## src/rtl/mmu_fifo_feed_ctrl_pkg.sv

```systemverilog
// Shared definitions for the MMU row-FIFO feed controller: state encoding and
// default array geometry, also used by whoever instantiates the row FIFOs.
package mmu_feed_pkg;

  localparam logic [1:0] IDLE  = 2'd0;
  localparam logic [1:0] LOAD  = 2'd1;
  localparam logic [1:0] DRAIN = 2'd2;
  localparam logic [1:0] DONE  = 2'd3;

  typedef enum logic [1:0] {
    ST_IDLE  = IDLE,
    ST_LOAD  = LOAD,
    ST_DRAIN = DRAIN,
    ST_DONE  = DONE
  } feed_state_e;

  localparam int FEED_ROWS  = 8;
  localparam int FEED_DEPTH = 70;

endpackage

```

## src/rtl/mmu_fifo_feed_ctrl_if.sv

```systemverilog
// Control bundle between the feed controller and its surroundings (operand
// buffer handshake, row-FIFO flags/enables, array valids and status).
// The err_o flag exists only when MMU_FEED_CHECK_EN is defined.
interface mmu_fifo_feed_ctrl_if #(
  parameter int ROWS  = mmu_feed_pkg::FEED_ROWS,
  parameter int DEPTH = mmu_feed_pkg::FEED_DEPTH,
  parameter int CNT_W = $clog2(DEPTH + ROWS)
) ();

  logic             start_i;
  logic [CNT_W-1:0] len_i;
  logic             in_valid_i;
  logic             in_ready_o;
  logic [ROWS-1:0]  fifo_full_i;
  logic [ROWS-1:0]  fifo_empty_i;
  logic [ROWS-1:0]  fifo_wren_o;
  logic [ROWS-1:0]  fifo_rden_o;
  logic [ROWS-1:0]  row_valid_o;
  logic             hold_i;
  logic             busy_o;
  logic             done_o;

`ifdef MMU_FEED_CHECK_EN
  logic             err_o;

  modport master (
    output start_i, len_i, in_valid_i, fifo_full_i, fifo_empty_i, hold_i,
    input  in_ready_o, fifo_wren_o, fifo_rden_o, row_valid_o, busy_o, done_o, err_o
  );

  modport slave (
    input  start_i, len_i, in_valid_i, fifo_full_i, fifo_empty_i, hold_i,
    output in_ready_o, fifo_wren_o, fifo_rden_o, row_valid_o, busy_o, done_o, err_o
  );
`else
  modport master (
    output start_i, len_i, in_valid_i, fifo_full_i, fifo_empty_i, hold_i,
    input  in_ready_o, fifo_wren_o, fifo_rden_o, row_valid_o, busy_o, done_o
  );

  modport slave (
    input  start_i, len_i, in_valid_i, fifo_full_i, fifo_empty_i, hold_i,
    output in_ready_o, fifo_wren_o, fifo_rden_o, row_valid_o, busy_o, done_o
  );
`endif

endinterface

```

## src/rtl/mmu_fifo_feed_ctrl_skew_decode.sv

```systemverilog
// Row-skew read-enable decoder: row r reads while r <= d < r+len, so each row
// starts one cycle after the row above it. Hold blanks every row at once.
module mmu_skew_decode #(
  parameter int ROWS  = mmu_feed_pkg::FEED_ROWS,
  parameter int CNT_W = 7
) (
  input  logic [CNT_W-1:0] d_i,
  input  logic [CNT_W-1:0] len_i,
  input  logic             hold_i,
  output logic [ROWS-1:0]  rden_o
);

  localparam int EW = CNT_W + 1;

  logic [EW-1:0] dExt;
  logic [EW-1:0] lenExt;

  assign dExt   = {1'b0, d_i};
  assign lenExt = {1'b0, len_i};

  // Window compare per row, done one bit wider so r+len cannot wrap.
  always_comb begin
    rden_o = '0;
    for (int r = 0; r < ROWS; r++) begin
      rden_o[r] = !hold_i && (dExt >= EW'(r)) && (dExt < (EW'(r) + lenExt));
    end
  end

endmodule

```

## src/rtl/mmu_fifo_feed_ctrl.sv

```systemverilog
// MMU input-FIFO feed sequencer. Per tile: LOAD writes len beats into every
// row FIFO in parallel, then DRAIN issues row-skewed read enables to the
// systolic array. Only enables/valids are produced; data bypasses this block.
// Optional checker: define MMU_FEED_CHECK_EN to add the sticky err_o flag.
module mmu_fifo_feed_ctrl
  import mmu_feed_pkg::*;
#(
  parameter int ROWS  = FEED_ROWS,
  parameter int DEPTH = FEED_DEPTH,
  parameter int CNT_W = $clog2(DEPTH + ROWS)
) (
  input  logic                clk,
  input  logic                rst,
  mmu_fifo_feed_ctrl_if.slave bus
);

  localparam logic [CNT_W-1:0] DEPTH_C   = CNT_W'(DEPTH);
  localparam logic [CNT_W-1:0] ROWS_M2_C = CNT_W'(ROWS - 2);

  feed_state_e      state_q, state_d;
  logic [CNT_W-1:0] len_q, len_d;
  logic [CNT_W-1:0] cnt_q, cnt_d;
  logic [CNT_W-1:0] d_q, d_d;

  logic [ROWS-1:0]  rdenDec;
  logic [ROWS-1:0]  wren;
  logic [ROWS-1:0]  rden;
  logic             ready;
  logic             handshake;
  logic             done;
  logic [CNT_W-1:0] lastD;

  // Final drain index: the last row finishes its len reads at d = len+ROWS-2.
  assign lastD = len_q + ROWS_M2_C;

  mmu_skew_decode #(
    .ROWS  (ROWS),
    .CNT_W (CNT_W)
  ) u_skew (
    .d_i    (d_q),
    .len_i  (len_q),
    .hold_i (bus.hold_i),
    .rden_o (rdenDec)
  );

  // State and counter registers; reset aborts any tile in flight.
  always_ff @(posedge clk or posedge rst) begin
    if (rst) begin
      state_q <= ST_IDLE;
      len_q   <= '0;
      cnt_q   <= '0;
      d_q     <= '0;
    end else begin
      state_q <= state_d;
      len_q   <= len_d;
      cnt_q   <= cnt_d;
      d_q     <= d_d;
    end
  end

  // Next-state and output decode for the LOAD/DRAIN tile sequence.
  always_comb begin
    state_d   = state_q;
    len_d     = len_q;
    cnt_d     = cnt_q;
    d_d       = d_q;
    ready     = 1'b0;
    handshake = 1'b0;
    wren      = '0;
    rden      = '0;
    done      = 1'b0;
    case (state_q)
      ST_IDLE: begin
        if (bus.start_i) begin
          len_d   = (bus.len_i > DEPTH_C) ? DEPTH_C : bus.len_i;
          cnt_d   = '0;
          d_d     = '0;
          state_d = (bus.len_i == '0) ? ST_DONE : ST_LOAD;
        end
      end
      ST_LOAD: begin
        ready     = !(|bus.fifo_full_i);
        handshake = bus.in_valid_i && ready;
        if (handshake) begin
          wren  = '1;
          cnt_d = cnt_q + 1'b1;
          if ((cnt_q + 1'b1) == len_q) begin
            state_d = ST_DRAIN;
            d_d     = '0;
          end
        end
      end
      ST_DRAIN: begin
        rden = rdenDec;
        if (!bus.hold_i) begin
          d_d = d_q + 1'b1;
          if (d_q == lastD) begin
            state_d = ST_DONE;
          end
        end
      end
      ST_DONE: begin
        done    = 1'b1;
        state_d = ST_IDLE;
      end
      default: begin
        state_d = ST_IDLE;
      end
    endcase
  end

  assign bus.in_ready_o  = ready;
  assign bus.fifo_wren_o = wren;
  assign bus.fifo_rden_o = rden;
  assign bus.row_valid_o = rden;
  assign bus.busy_o      = (state_q != ST_IDLE);
  assign bus.done_o      = done;

`ifdef MMU_FEED_CHECK_EN
  logic err_q;
  logic errEvent;

  assign errEvent = (|(rden & bus.fifo_empty_i))
                  || ((|wren) && (|bus.fifo_full_i))
                  || ((state_q == ST_IDLE) && bus.start_i && (bus.len_i > DEPTH_C));

  // Sticky protocol-error flag, cleared only by reset.
  always_ff @(posedge clk or posedge rst) begin
    if (rst) begin
      err_q <= 1'b0;
    end else if (errEvent) begin
      err_q <= 1'b1;
    end
  end

  assign bus.err_o = err_q;
`else
  logic unused_empty;
  assign unused_empty = ^bus.fifo_empty_i;
`endif

endmodule

```

## src/flat_wrapper.sv

```systemverilog
// flat-port wrapper written by rule: the top's interface ports become plain ports
module mmu_fifo_feed_ctrl_flat import mmu_feed_pkg::*;
#(
  parameter int ROWS  = FEED_ROWS,
  parameter int DEPTH = FEED_DEPTH,
  parameter int CNT_W = $clog2(DEPTH + ROWS)
)
  (clk, rst, bus_start_i, bus_len_i, bus_in_valid_i, bus_fifo_full_i, bus_fifo_empty_i, bus_hold_i, bus_in_ready_o, bus_fifo_wren_o, bus_fifo_rden_o, bus_row_valid_o, bus_busy_o, bus_done_o);
  mmu_fifo_feed_ctrl_if #(.ROWS(ROWS), .DEPTH(DEPTH), .CNT_W(CNT_W)) bus_i ();
  input  logic clk;
  input  logic rst;
  input wire logic [$bits(bus_i.start_i)-1:0] bus_start_i;
  input wire logic [$bits(bus_i.len_i)-1:0] bus_len_i;
  input wire logic [$bits(bus_i.in_valid_i)-1:0] bus_in_valid_i;
  input wire logic [$bits(bus_i.fifo_full_i)-1:0] bus_fifo_full_i;
  input wire logic [$bits(bus_i.fifo_empty_i)-1:0] bus_fifo_empty_i;
  input wire logic [$bits(bus_i.hold_i)-1:0] bus_hold_i;
  output wire logic [$bits(bus_i.in_ready_o)-1:0] bus_in_ready_o;
  output wire logic [$bits(bus_i.fifo_wren_o)-1:0] bus_fifo_wren_o;
  output wire logic [$bits(bus_i.fifo_rden_o)-1:0] bus_fifo_rden_o;
  output wire logic [$bits(bus_i.row_valid_o)-1:0] bus_row_valid_o;
  output wire logic [$bits(bus_i.busy_o)-1:0] bus_busy_o;
  output wire logic [$bits(bus_i.done_o)-1:0] bus_done_o;
  assign bus_i.start_i = bus_start_i;
  assign bus_i.len_i = bus_len_i;
  assign bus_i.in_valid_i = bus_in_valid_i;
  assign bus_i.fifo_full_i = bus_fifo_full_i;
  assign bus_i.fifo_empty_i = bus_fifo_empty_i;
  assign bus_i.hold_i = bus_hold_i;
  assign bus_in_ready_o = bus_i.in_ready_o;
  assign bus_fifo_wren_o = bus_i.fifo_wren_o;
  assign bus_fifo_rden_o = bus_i.fifo_rden_o;
  assign bus_row_valid_o = bus_i.row_valid_o;
  assign bus_busy_o = bus_i.busy_o;
  assign bus_done_o = bus_i.done_o;
  mmu_fifo_feed_ctrl #(.ROWS(ROWS), .DEPTH(DEPTH), .CNT_W(CNT_W)) u_core (.clk(clk), .rst(rst), .bus(bus_i));
endmodule
```

## config.mk

```make
export PLATFORM = sky130hd
export DESIGN_NAME = mmu_fifo_feed_ctrl_flat
export DESIGN_NICKNAME = d
export VERILOG_FILES = /design/src/rtl/mmu_fifo_feed_ctrl_pkg.sv /design/src/rtl/mmu_fifo_feed_ctrl_if.sv /design/src/rtl/mmu_fifo_feed_ctrl_skew_decode.sv /design/src/rtl/mmu_fifo_feed_ctrl.sv /design/src/flat_wrapper.sv
export SDC_FILE = /design/constraint.sdc
export NUM_CORES = 1
export LEC_CHECK = 0
export BUFFER_PORTS_ARGS = -buffer_cell sky130_fd_sc_hd__buf_2
export CORE_UTILIZATION = 32
export CTS_CLUSTER_SIZE = 14
export DETAILED_ROUTE_END_ITERATION = 12
export HOLD_SLACK_MARGIN = 0.05
export SLEW_MARGIN = 20
export SYNTH_ARGS = -nofsm -noshare
export SYNTH_HDL_FRONTEND = slang
export SYNTH_SLANG_ARGS = --single-unit
export TNS_END_PERCENT = 100
```

## constraint.sdc

```tcl
create_clock -name clk -period 7.4 [get_ports clk]
set_input_delay 1.48 -clock clk [delete_from_list [all_inputs] [get_ports clk]]
set_output_delay 1.48 -clock clk [all_outputs]
set_load 0.03 [all_outputs]
```

# [Yosys cells after proc, flatten, opt, wreduce, memory -nomap -nowiden]
# Cells that the tools add are included.
[totals] in_bits=28 register_bits=23 word_cells=90
[classes] eq_ne=10 reduce_logical=29 addsub=10 magnitude_cmp=17 mux=20
[op_table] operator="less-than comparator 7 x 8 -> 1 bit" count=7
[op_table] operator="2-to-1 mux 7 bit" count=6
[op_table] operator="adder 3 x 7 -> 8 bit (first input constant)" count=4
[op_table] operator="greater-or-equal comparator 7 x 3 -> 1 bit (second input constant)" count=4
[op_table] operator="2-to-1 mux 8 bit" count=3
[op_table] operator="case mux 7 bit (3 select lines)" count=1
[op_table] operator="logical AND 1 bit" count=17
[op_table] operator="adder 2 x 7 -> 8 bit (first input constant)" count=2
[op_table] operator="adder 7 x 1 -> 7 bit (second input constant)" count=2
[op_table] operator="equality test 7 bit" count=2
[op_table] operator="greater-or-equal comparator 7 x 1 -> 1 bit (second input constant)" count=2
[op_table] operator="greater-or-equal comparator 7 x 2 -> 1 bit (second input constant)" count=2
[op_table] operator="case mux 7 bit (2 select lines)" count=1
[op_table] operator="2-to-1 mux 2 bit" count=6
[op_table] operator="AND reduction 5 bit" count=2
[op_table] operator="adder 1 x 7 -> 8 bit (first input constant)" count=1
[op_table] operator="case mux 2 bit (4 select lines)" count=1
[op_table] operator="OR reduction 8 bit" count=1
[op_table] operator="adder 7 x 3 -> 7 bit (second input constant)" count=1
[op_table] operator="greater-than comparator 7 bit (second input constant)" count=1
[op_table] operator="logical NOT 7 bit" count=1
[op_table] operator="less-than comparator 7 bit" count=1
[op_table] operator="inequality test 2 x 1 -> 1 bit (second input constant)" count=3
[op_table] operator="equality test 2 bit (second input constant)" count=2
[op_table] operator="other kinds (9)" count=13

# [Longest topological paths before layout]
# Gate-level depths: netlist of run 1.
[logic_depth] depth_word=5 ltp_mapped=12 ltp_nobuf=10

# [Hierarchy]
# Synthesis of run 1 repeated with hierarchy kept, for this count alone.
[unflattened] hier_cells=436 area_unflattened_um2=3565.9
[modules_own_cells] mod="mmu_fifo_feed_ctrl" area_per_inst_um2=1889.3 n_inst=1 cells_each=215
[modules_own_cells] mod="mmu_skew_decode" area_per_inst_um2=1676.6 n_inst=1 cells_each=221

# [Least setup slack after synthesis of run 1]
# Ideal clock, no wire load.
[synth_path] kind="in2out" startpoint="input port bus_hold_i" endpoint="output port bus_row_valid_o[0]" path_buffers=1 slack_ns=2.231 arrival_time_ns=3.689 cell_stages=3 path_cell_list="nand2b_1 a2111oi_0 buf_4"
[synth_between] elab_chain_len=4
[synth_lines] element="from (decl)" line="flat_wrapper.sv:17" text="input wire logic [$bits(bus_i.hold_i)-1:0] bus_hold_i;"
[synth_lines] element="logical NOT 1 bit" line="mmu_fifo_feed_ctrl_skew_decode.sv:25" text="rden_o[r] = !hold_i && (dExt >= EW'(r)) && (dExt < (EW'(r) + lenExt));"
[synth_lines] element="logical AND 1 bit (2 in series)" line="mmu_fifo_feed_ctrl_skew_decode.sv:25"
[synth_lines] element="2-to-1 mux 8 bit" line="mmu_fifo_feed_ctrl.sv:72" text="case (state_q)"
[synth_lines] element="to (decl)" line="flat_wrapper.sv:21" text="output wire logic [$bits(bus_i.row_valid_o)-1:0] bus_row_valid_o;"
# Every way passes these cells.

# [Worst setup path in the final report of run 1]
[layout_path] startpoint="register u_core.len_q[2]" endpoint="output port bus_row_valid_o[6]"
[layout_between] elab_chain_len=4
[layout_lines] element="from (decl)" line="mmu_fifo_feed_ctrl.sv:21" text="logic [CNT_W-1:0] len_q, len_d;"
[layout_lines] element="from (signal assigned)" line="mmu_fifo_feed_ctrl.sv:55" text="len_q <= len_d;"
[layout_lines] element="adder 3 x 7 -> 8 bit" line="mmu_fifo_feed_ctrl_skew_decode.sv:25"
[layout_lines] element="less-than comparator 7 x 8 -> 1 bit" line="mmu_fifo_feed_ctrl_skew_decode.sv:25"
[layout_lines] element="logical AND 1 bit" line="mmu_fifo_feed_ctrl_skew_decode.sv:25"
[layout_lines] element="2-to-1 mux 8 bit" line="mmu_fifo_feed_ctrl.sv:72"
# Every way passes these cells.

==> impl_metrics.yaml, run 1 <==
clocking:
  cts_max_level: 1
  post_cts_buffers: 0
  insertion_delay_ps: 270
  clk_pin_slew_worst_paths_ps: 90
  root_buffer: "clkbuf_8"
  cts_buffer_depth: 2
  cts_resized: 0
  hold_buffers: 0
  cts_made_buffers: 3
  cts_tree: "done"
  clock-sinks: 23
cells_and_area:
  n_fill_cell: 1039
  diodes: 0
  post-route-util: 0.357
  final_nets: 512
  layout-drive-gt1-share: 0.139
  syn2layout_area_growth_pct: 8.51
  stdcell_count: 551
yosys:
  mappedNetlistArea_sq_mm: 0.00322
  post_synth_and_or_nand_nor_area_fraction: 0.160
  ys.flop_type: "dfrtp_1"
  synth_top_family_by_area: "adder cells"
  syn_inst: 396
  ys_ff_latch: 23
  synth_edf_count: 0
  synthAdderAreaFrac: 0.253
  syn_nets: 489
  synth_xor_area_frac: 0.106
  ys_async_sr_fraction: 1.00
  syn_avg_cell_area_sq_um: 8.13
  muxShareOfSynthArea: 0.0101
  synth-warning-count: 0
  synth_compound_gate_area_share: 0.210
  seq_area_frac_synth: 0.179
  yosys.cell_types.count: 48
placement:
  pre_cts_slack_ps: 2720
  dp_hpwl_um: 6010
  dpl.cell_count: 547
  place_congestion: 0.821
  io_buffers: 46
pwr:
  ir_drop_mv: 0.147
  p_leak_uw: 0.00176
  p_per_area_mw_per_mm2: 295
sta:
  finalClockSkew_ps: 6.81
  setup_tns_ps: 0
  finalMaxSlewViolations: 0
  max-slew-margin-rel: 0.391
  layout_setup_ws_ps: 2450
  period_needed_ps: 4950
  hold_viol_final: 0
  rsz0062_at_grt: "no"
  finalSetupViolations: 0
  tightest_slew_ps: 912
  fin_crit_sh: 0.669
  max_freq_ghz: 0.202
hold_path:
  whs_path_depth: 1
  hold_class: "register to register"
  min_from: "u_core.cnt_q[6]"
  worstHoldEndpoint: "u_core.cnt_q[6]"
critical_path:
  r2r_start: "u_core.cnt_q[0]"
  crit_type: "register to output pin"
  critPathBufInv: 2
  reg2reg_depth: 7
  reg2reg_to: "u_core.d_q[5]"
  cp-end-kind: "output pin"
  slowest_stage: "dfrtp_1"
  critPathLaunchType: "register"
  arrival_ps: 3470
  critical_path_required_ps: 5920
  reg2reg_slack_ps: 4420
  critPathMaxFanout: 12
  cp_cell_sequence: "inv_1 -> ha_1 -> a21oi_1 -> xnor2_1 -> ha_1 -> and4_1 -> a221o_1 -> a21oi_1 -> nor2_1 -> nor3_1 -> buf_2"
  path_delay_family: "compound AO/OA/AOI/OAI gates"
  slowest_delay_ps: 660
global_routing:
  grt_max_degree: 24
  track_usage: 0.157
  antenna_found_initial: 0
  grt_pass1_wl_um: 12900
  grt_pass1_vias: 2564
  overflow: 0
flow_run:
  cap_violations: 0
floorplan:
  dieWidth_um: 102
  fp.dieH_um: 102
  floorplan.initialDensity: 0.329
  die-area_sq_mm: 0.0105
  coreArea_sq_mm: 0.00977
  std_cell_rows: 36
  num_io_pins: 55
routing:
  vias: 2780
  drtIter0Drc: 129
  drtAntennaViolNets: 0
  drc: 0
  postRouteWirelength_um: 7850
  via_per_inst: 5.05
  drt-wirelength-per-cell_um: 14.2
  first_pass_iters: 5
run_status:
  outcome: "complete, no violations"
==> how the worst max path moves through the flow <==
stage	start	to	slack [ps]	cells after the start
6_report	u_core.len_q[2]	bus_row_valid_o[6]	2450	11
3_3_place_gp	u_core.len_q[2]	bus_row_valid_o[6]	2770	11
4_1_cts	u_core.len_q[2]	bus_row_valid_o[6]	2400	11
3_5_place_dp	u_core.len_q[2]	bus_row_valid_o[6]	2720	11
2_1_floorplan	bus_hold_i	bus_row_valid_o[0]	2230	3
5_1_grt	u_core.len_q[2]	bus_fifo_rden_o[6]	2140	11
==> worst register-to-register path, stage by stage, from the launching register on <==
cell,delay (ps)
dfrtp_1,450
ha_1,320
nand3_2,170
or3_1,390
a2111oi_2,420
a41oi_2,330
or2_0,430
o41ai_1,360
==> power by group <==
part	total (uW)	internal, uW	switching [uW]
registers	238	152	85.7
logic	709	302	407
clock network	82.9	38.1	44.7
total	1030	492	537
==> metrics by stage <==
step | cell area, sq um | total power [uW] | hold slack (ps)
after detailed placement | 3440 | 953 | 490
after floorplan | 3220 | 793 | 467
after global placement | 3440 | 931 | 488
after CTS | 3490 | 1040 | 503
final | 3490 | 1030 | 502
after global routing | 3490 | 1150 | 542
==> Yosys cell counts (all sizes together), types with 2 or more instances <==
master   instances  area share
o21bai           3      0.0070
dfrtp           23        0.18
nor3             8       0.012
a221o            2      0.0062
nand2           36       0.042
or2              2      0.0039
o21a             7       0.016
xnor2           34       0.093
nand2b           6       0.012
mux2             2      0.0070
o41ai            4       0.011
and2             3      0.0058
xor2             5       0.014
or4              4      0.0093
clkinv           2      0.0023
ha              65        0.25
a21oi           29       0.045
a21o            10       0.023
a31oi            7       0.014
o31ai           10       0.023
buf             20       0.044
o21ai           25       0.039
a2111oi          2      0.0074
nand3           11       0.019
and3             2      0.0039
clkbuf           8      0.0093
nor2b            5      0.0097
inv             23       0.027
nor2            25       0.029
==> cells in the final DEF, fill, tap and decap left out, drive strengths merged, types with 2 or more instances in the layout <==
cell,netlist,layout
o31ai,10,10
nor3,8,8
nand2,36,36
nand2b,6,6
clkbuf,8,3
o21a,7,7
o21ai,25,25
o41ai,4,4
nand3,11,11
xor2,5,5
dfrtp,23,23
and3,2,2
and2,3,3
mux2,2,2
ha,65,65
a21oi,29,29
o21bai,3,3
buf,20,46
a31oi,7,7
or4,4,4
clkinv,2,2
a21o,10,10
inv,23,23
a2111oi,2,2
xnor2,34,34
nor2b,5,5
or2,2,2
a221o,2,2
nor2,25,25
==> sequential cells by signal, summed over array words and instances, names as in the netlist <==
register,count
u_core.cnt_q,7
u_core.d_q,7
u_core.len_q,7
u_core.state_q,2
==> layout make-up <==
class	instances	area, sq um	area share
timing repair buffer	46	230	0.0659
clock buffer	3	41.3	0.0118
multi-input combinational	320	2380	0.681
tap	133	166	0.0476
clock inverter	1	7.51	0.00215
inverter	25	93.8	0.0269
sequential	23	576	0.165
==> kinds of logic (layout without fill, tap and decap cells) <==
family / count (synthesis) / count (layout)
compound gates: 105 / 105
fa+ha+maj: 65 / 65
xor+xnor: 39 / 39
buf+inv: 53 / 75
flops: 23 / 23
mux: 3 / 3
simple gates: 108 / 108
==> metal layers <==
| metal | vias up | track usage | routed length (um) |
|---|---|---|---|
| met1 | 1275 | 0.223 | 3890 |
| met4 | 0 | 0.0341 | 91 |
| met5 | - | 0 | 0 |
| li1 | 1428 | - | - |
| met2 | 69 | 0.259 | 3650 |
| met3 | 8 | 0.0109 | 213 |
No activity file was read; power rests on OpenSTA's default activity.
==> inputs of run 2 (changes only) <==
==> constraint.sdc (replaced) <==
create_clock -name clk -period 4.95 [get_ports clk]
set_input_delay 0.99 -clock clk [delete_from_list [all_inputs] [get_ports clk]]
set_output_delay 0.99 -clock clk [all_outputs]
set_load 0.03 [all_outputs]
==> run 2 against run 1 <==
Compared with the run above: non-clock buffer count up 1; largest power group unchanged; clock power grew 45%; sequential power increased by 44%; critical path depth fell by 1; largest cell class unchanged; count of clock-buffer cells in the layout unchanged; critical endpoint unchanged; global-route usage up 0.42 points; design area up 0.21%.
==> impl_metrics.yaml, run 2 (synthesis gave the netlist of run 1 again) <==
run_status:
  outcome: "complete, no violations"
cells_and_area:
  syn2layout_area_growth_pct: 8.74
  diodes: 0
  final_common_cell: "ha_1"
  layout-drive-gt1-share: 0.141
  layout_common_cells: "ha_1, buf_2, nand2_1"
  reg_top3: "u_core.cnt_q: 7 flops, u_core.d_q: 7 flops, u_core.len_q: 7 flops"
  final_nets: 513
routing:
  first_pass_iters: 4
  via_per_inst: 5.11
  drtAntennaViolNets: 0
  postRouteWirelength_um: 7840
  drt-wirelength-per-cell_um: 14.2
  drtIter0Drc: 137
  drc: 0
  vias: 2820
global_routing:
  globalRouteMet2Util: 0.288
  grt.busiest_layer: "met2"
  grt_pass1_wl_um: 13200
  overflow: 0
  grt_max_degree: 24
  antenna_found_initial: 0
  use_met1: 0.212
  track_usage: 0.161
  grt_use_met3: 0.00958
  grt_pass1_vias: 2712
clocking:
  post_cts_buffers: 0
  clock-sinks: 23
  cts_buffer_depth: 2
  insertion_delay_ps: 270
  cts_max_level: 1
  hold_buffers: 0
  cts_resized: 0
  cts_tree: "done"
  cts_made_buffers: 3
  clk_pin_slew_worst_paths_ps: 90
  root_buffer: "clkbuf_8"
floorplan:
  coreArea_sq_mm: 0.00977
  floorplan.initialDensity: 0.329
  die-area_sq_mm: 0.0105
  num_io_pins: 55
  fp.dieH_um: 102
  dieWidth_um: 102
  std_cell_rows: 36
placement:
  io_buffers: 46
  place_congestion: 0.849
  dp_hpwl_um: 6030
sta:
  fin_hold_ws_ps: 501
  hold_viol_final: 0
  finalClockSkew_ps: 9.00
  setup_tns_ps: 0
  finalSetupViolations: 0
  tightest_slew_ps: 894
  max_freq_ghz: 0.232
  fin_crit_sh: 0.870
  finalMaxSlewViolations: 0
  rsz0062_at_grt: "no"
  period_needed_ps: 4310
  max-slew-margin-rel: 0.403
critical_path:
  path_delay_family: "adder cells"
  slowest_delay_ps: 660
  r2r_start: "u_core.cnt_q[0]"
  critPathMaxFanout: 12
  slowest_stage: "dfrtp_1"
  crit_type: "register to output pin"
  startpoint: "u_core.len_q[3]"
  cp_cell_sequence: "ha_1 -> a21oi_1 -> xnor2_1 -> ha_1 -> and4_1 -> a221o_1 -> a21oi_1 -> nor2_1 -> nor3_1 -> buf_2"
  arrival_ps: 3320
  critical_path_required_ps: 3960
  critPathBufInv: 1
  cp-end-kind: "output pin"
  critPathLaunchType: "register"
pwr:
  ir_drop_mv: 0.183
  p_leak_uw: 0.00176
  p_per_area_mw_per_mm2: 441
flow_run:
  cap_violations: 0
hold_path:
  hold_class: "register to register"
  min_from: "u_core.cnt_q[6]"
[run 2: changes by cell type in the layout (fill, tap and decap cells not counted)]
cell / before / now
buf_4: 0 / 1
[run 2: final timing paths]
path,slack [ps],end,depth (start not counted)
max,640,bus_row_valid_o[6],10
min in group asynchronous,890,u_core.state_q[1],2
max reg2reg,2030,u_core.d_q[3],7
min reg2reg,500,u_core.cnt_q[6],1
max in group asynchronous,3500,u_core.cnt_q[3],2
min,500,u_core.cnt_q[6],1
[run 2: layer usage]
layer,up-vias,share of wire
met3,6,0.037
met5,-,0
met4,0,0.0099
li1,1428,-
met1,1312,0.48
met2,74,0.47
[run 2: per-stage QoR]
| stage | total power (uW) | cells | utilization | worst slack (ps) | area [sq um] |
|---|---|---|---|---|---|
| after floorplan | 1190 | 396 | - | 398 | 3220 |
| after global placement | 1400 | 548 | 0.353 | 973 | 3450 |
| after detailed placement | 1440 | 548 | 0.353 | 975 | 3450 |
| after CTS | 1560 | 552 | 0.358 | 652 | 3500 |
| after global routing | 1720 | 552 | 0.358 | 406 | 3500 |
| final | 1540 | 552 | 0.358 | 644 | 3500 |
[run 2: area by class of cell]
type	instances	area [sq um]
Tap cell	133	166
Inverter	25	93.8
Multi-Input combinational cell	320	2380
Sequential cell	23	576
Clock inverter	1	7.51
Fill cell	1040	6270
Clock buffer	3	41.3
Timing Repair Buffer	47	238
[run 2: report_power, final]
part | internal, uW | switching (uW)
clock network | 57.0 | 63.5
registers | 227 | 114
logic | 456 | 624
==> inputs of run 3 (changes only) <==
--- a/config.mk
+++ b/config.mk
@@ -5,6 +5,7 @@
 export SDC_FILE = /design/constraint.sdc
 export NUM_CORES = 1
 export LEC_CHECK = 0
+export ABC_AREA = 1
 export BUFFER_PORTS_ARGS = -buffer_cell sky130_fd_sc_hd__buf_2
 export CORE_UTILIZATION = 32
 export CTS_CLUSTER_SIZE = 14
==> run 3 against run 2 <==
Compared with the run above: routed wire length grew 6.9%; synthesized cell count grew 15%; clock power grew 5%; maximum frequency grew 4.0%; non-clock buffer count is the same; critical path type unchanged.
==> impl_metrics.yaml, run 3 <==
clocking:
  insertion_delay_ps: 280
  post_cts_buffers: 0
  cts_buffer_depth: 2
  root_buffer: "clkbuf_8"
  cts_made_buffers: 3
  clock-sinks: 23
  clk_pin_slew_worst_paths_ps: 100
  hold_buffers: 0
  cts_tree: "done"
  cts_max_level: 1
  cts_resized: 0
yosys:
  synth.top_cells.by_count: "nand2_1, ha_1, inv_1"
  synth-warning-count: 0
  synth_area_leader_cell: "ha_1"
  synth_xor_area_frac: 0.0587
  ys.flop_type: "dfrtp_1"
  synth_compound_gate_area_share: 0.169
  ys_ff_latch: 23
  syn_nets: 550
  post_synth_and_or_nand_nor_area_fraction: 0.234
  synth_top_family_by_area: "adder cells"
  ys_async_sr_fraction: 1.00
  seq_area_frac_synth: 0.175
  yosys.cell_types.count: 34
  syn_inst: 457
  muxShareOfSynthArea: 0.00343
  mappedNetlistArea_sq_mm: 0.00328
  syn_avg_cell_area_sq_um: 7.19
  synthAdderAreaFrac: 0.248
  synth_area_leaders: "ha_1, dfrtp_1, nand2_1, inv_1, a21oi_1"
  synth.most_common_cell: "nand2_1"
  netlist.area_leader.share: 0.248
  synth_edf_count: 0
critical_path:
  crit_type: "register to output pin"
  path_delay_family: "flip-flops"
  cp-end-kind: "output pin"
  slowest_stage: "dfrtp_1"
  slowest_delay_ps: 640
  arrival_ps: 3150
  critical_path_required_ps: 3960
  cp_cell_sequence: "inv_1 -> ha_1 -> a21oi_1 -> xor2_1 -> ha_1 -> nand2_1 -> inv_1 -> nand4_1 -> o211ai_1 -> a21oi_1 -> a21oi_1 -> nor3_1 -> buf_2"
  critPathMaxFanout: 11
  critPathLaunchType: "register"
  critPathBufInv: 3
  timing.critical_path.mode_cell: "a21oi_1"
global_routing:
  grt_use_met3: 0.0121
  overflow: 0
  track_usage: 0.167
  grt_pass1_wl_um: 13800
  grt.busiest_layer: "met2"
  antenna_found_initial: 0
  globalRouteMet2Util: 0.281
  use_met1: 0.238
  grt_max_degree: 24
  grt_pass1_vias: 2819
floorplan:
  coreArea_sq_mm: 0.00986
  num_io_pins: 55
  fp.dieH_um: 103
  std_cell_rows: 36
  die-area_sq_mm: 0.0107
  floorplan.initialDensity: 0.333
  dieWidth_um: 103
pwr:
  p_per_area_mw_per_mm2: 443
  comb_power_share: 0.716
  p_switching_uw: 899
  ir_drop_mv: 0.147
  power_frac_seq: 0.205
  p_leak_uw: 0.00185
  switching_share: 0.567
  p_int_uw: 685
  pwr-share-clk: 0.079
sta:
  finalMaxSlewViolations: 0
  rsz0062_at_grt: "no"
  max_freq_ghz: 0.241
  finalClockSkew_ps: 9.99
  hold_viol_final: 0
  fin_crit_sh: 0.837
  setup_tns_ps: 0
  layout_setup_ws_ps: 809
  max-slew-margin-rel: 0.371
  period_needed_ps: 4140
  finalSetupViolations: 0
  tightest_slew_ps: 942
cells_and_area:
  post-route-util: 0.363
  diodes: 0
  layout_common_cells: "nand2_1, ha_1, inv_1"
  final_nets: 579
  final_common_cell: "nand2_1"
  reg_top3: "u_core.cnt_q: 7 flops, u_core.d_q: 7 flops, u_core.len_q: 7 flops"
  layout-drive-gt1-share: 0.163
  syn2layout_area_growth_pct: 8.91
placement:
  place_congestion: 0.839
  dp_hpwl_um: 6650
  io_buffers: 46
  pre_cts_slack_ps: 1110
routing:
  drc: 0
  first_pass_iters: 4
  drtAntennaViolNets: 0
  vias: 3011
  drtIter0Drc: 134
  via_per_inst: 4.87
  postRouteWirelength_um: 8380
  drt-wirelength-per-cell_um: 13.6
run_status:
  outcome: "complete, no violations"
flow_run:
  cap_violations: 0
hold_path:
  hold_class: "register to register"
## run 3: cell types whose count changed in the layout (fill, tap and decap cells not counted), moves of 6 or more
cell      previous run  this run
xor2_1               5        19
inv_1               22        53
a21oi_1             29        35
nand2b_1             6         0
o21ai_2              0         8
xnor2_1             34         3
nand2_2              0         7
nand3_1             10        27
o31ai_1             10         3
o21a_1               7         0
nor2_1              25        35
nand2_1             36        78
a21o_1              10         0
## run 3: through the flow
step                      area [sq um]  instances  hold WS [ps]  power [uW]
after floorplan                   3280        457           475        1190
after global placement            3530        614           494        1420
after detailed placement          3530        614           521        1460
after CTS                         3580        618           543        1590
after global routing              3580        618           570        1770
final                             3580        618           530        1580
## run 3: worst reg2reg max path: cells and delay by family (launching register included)
| family | cells | cell delay, ps |
|---|---|---|
| buf+inv | 1 | 290 |
| simple gates | 5 | 460 |
| xor+xnor | 1 | 150 |
| fa+ha+maj | 2 | 610 |
| compound gates | 2 | 720 |
| flops | 1 | 640 |
## run 3: power by group through the flow
stage | Combinational (uW) | Clock, uW | Sequential, uW
2_1_floorplan | 918 | 0 | 271
3_3_place_gp | 1100 | 0 | 327
3_5_place_dp | 1130 | 0 | 329
4_1_cts | 1140 | 129 | 325
5_1_grt | 1300 | 137 | 335
6_report | 1130 | 126 | 325
## run 3: worst paths after layout
path,from,endpoint,slack (ps),depth (start not counted)
max,u_core.len_q[2],bus_fifo_rden_o[6],810,13
min,u_core.cnt_q[6],u_core.cnt_q[6],530,2
max reg2reg,u_core.len_q[2],u_core.state_q[0],1960,11
min reg2reg,u_core.cnt_q[6],u_core.cnt_q[6],530,2
max in group asynchronous,rst,u_core.len_q[6],3460,2
min in group asynchronous,rst,u_core.state_q[1],910,2
## run 3: kinds of logic (layout without fill, tap and decap cells)
logic type | count (synthesis) | count (layout)
multiplexers | 1 | 1
adder cells (fa/ha/maj) | 65 | 65
buffers and inverters | 79 | 107
XOR/XNOR | 22 | 22
flip-flops | 23 | 23
AO/OA/AOI/OAI | 94 | 94
AND/OR/NAND/NOR | 173 | 173
## run 3: area by class of cell
type                       instances  area, sq um
sequential                        23          576
fill                            1060         6290
clock buffer                       3         41.3
clock inverter                     1         5.00
tap                              133          166
timing repair buffer              47          238
multi-input combinational        355         2340
inverter                          56          210
## run 3: routing by layer
layer	wire length, um	share of wire
met1	4100	0.49
met2	4010	0.48
met4	51	0.0061
met3	220	0.026
met5	0	0
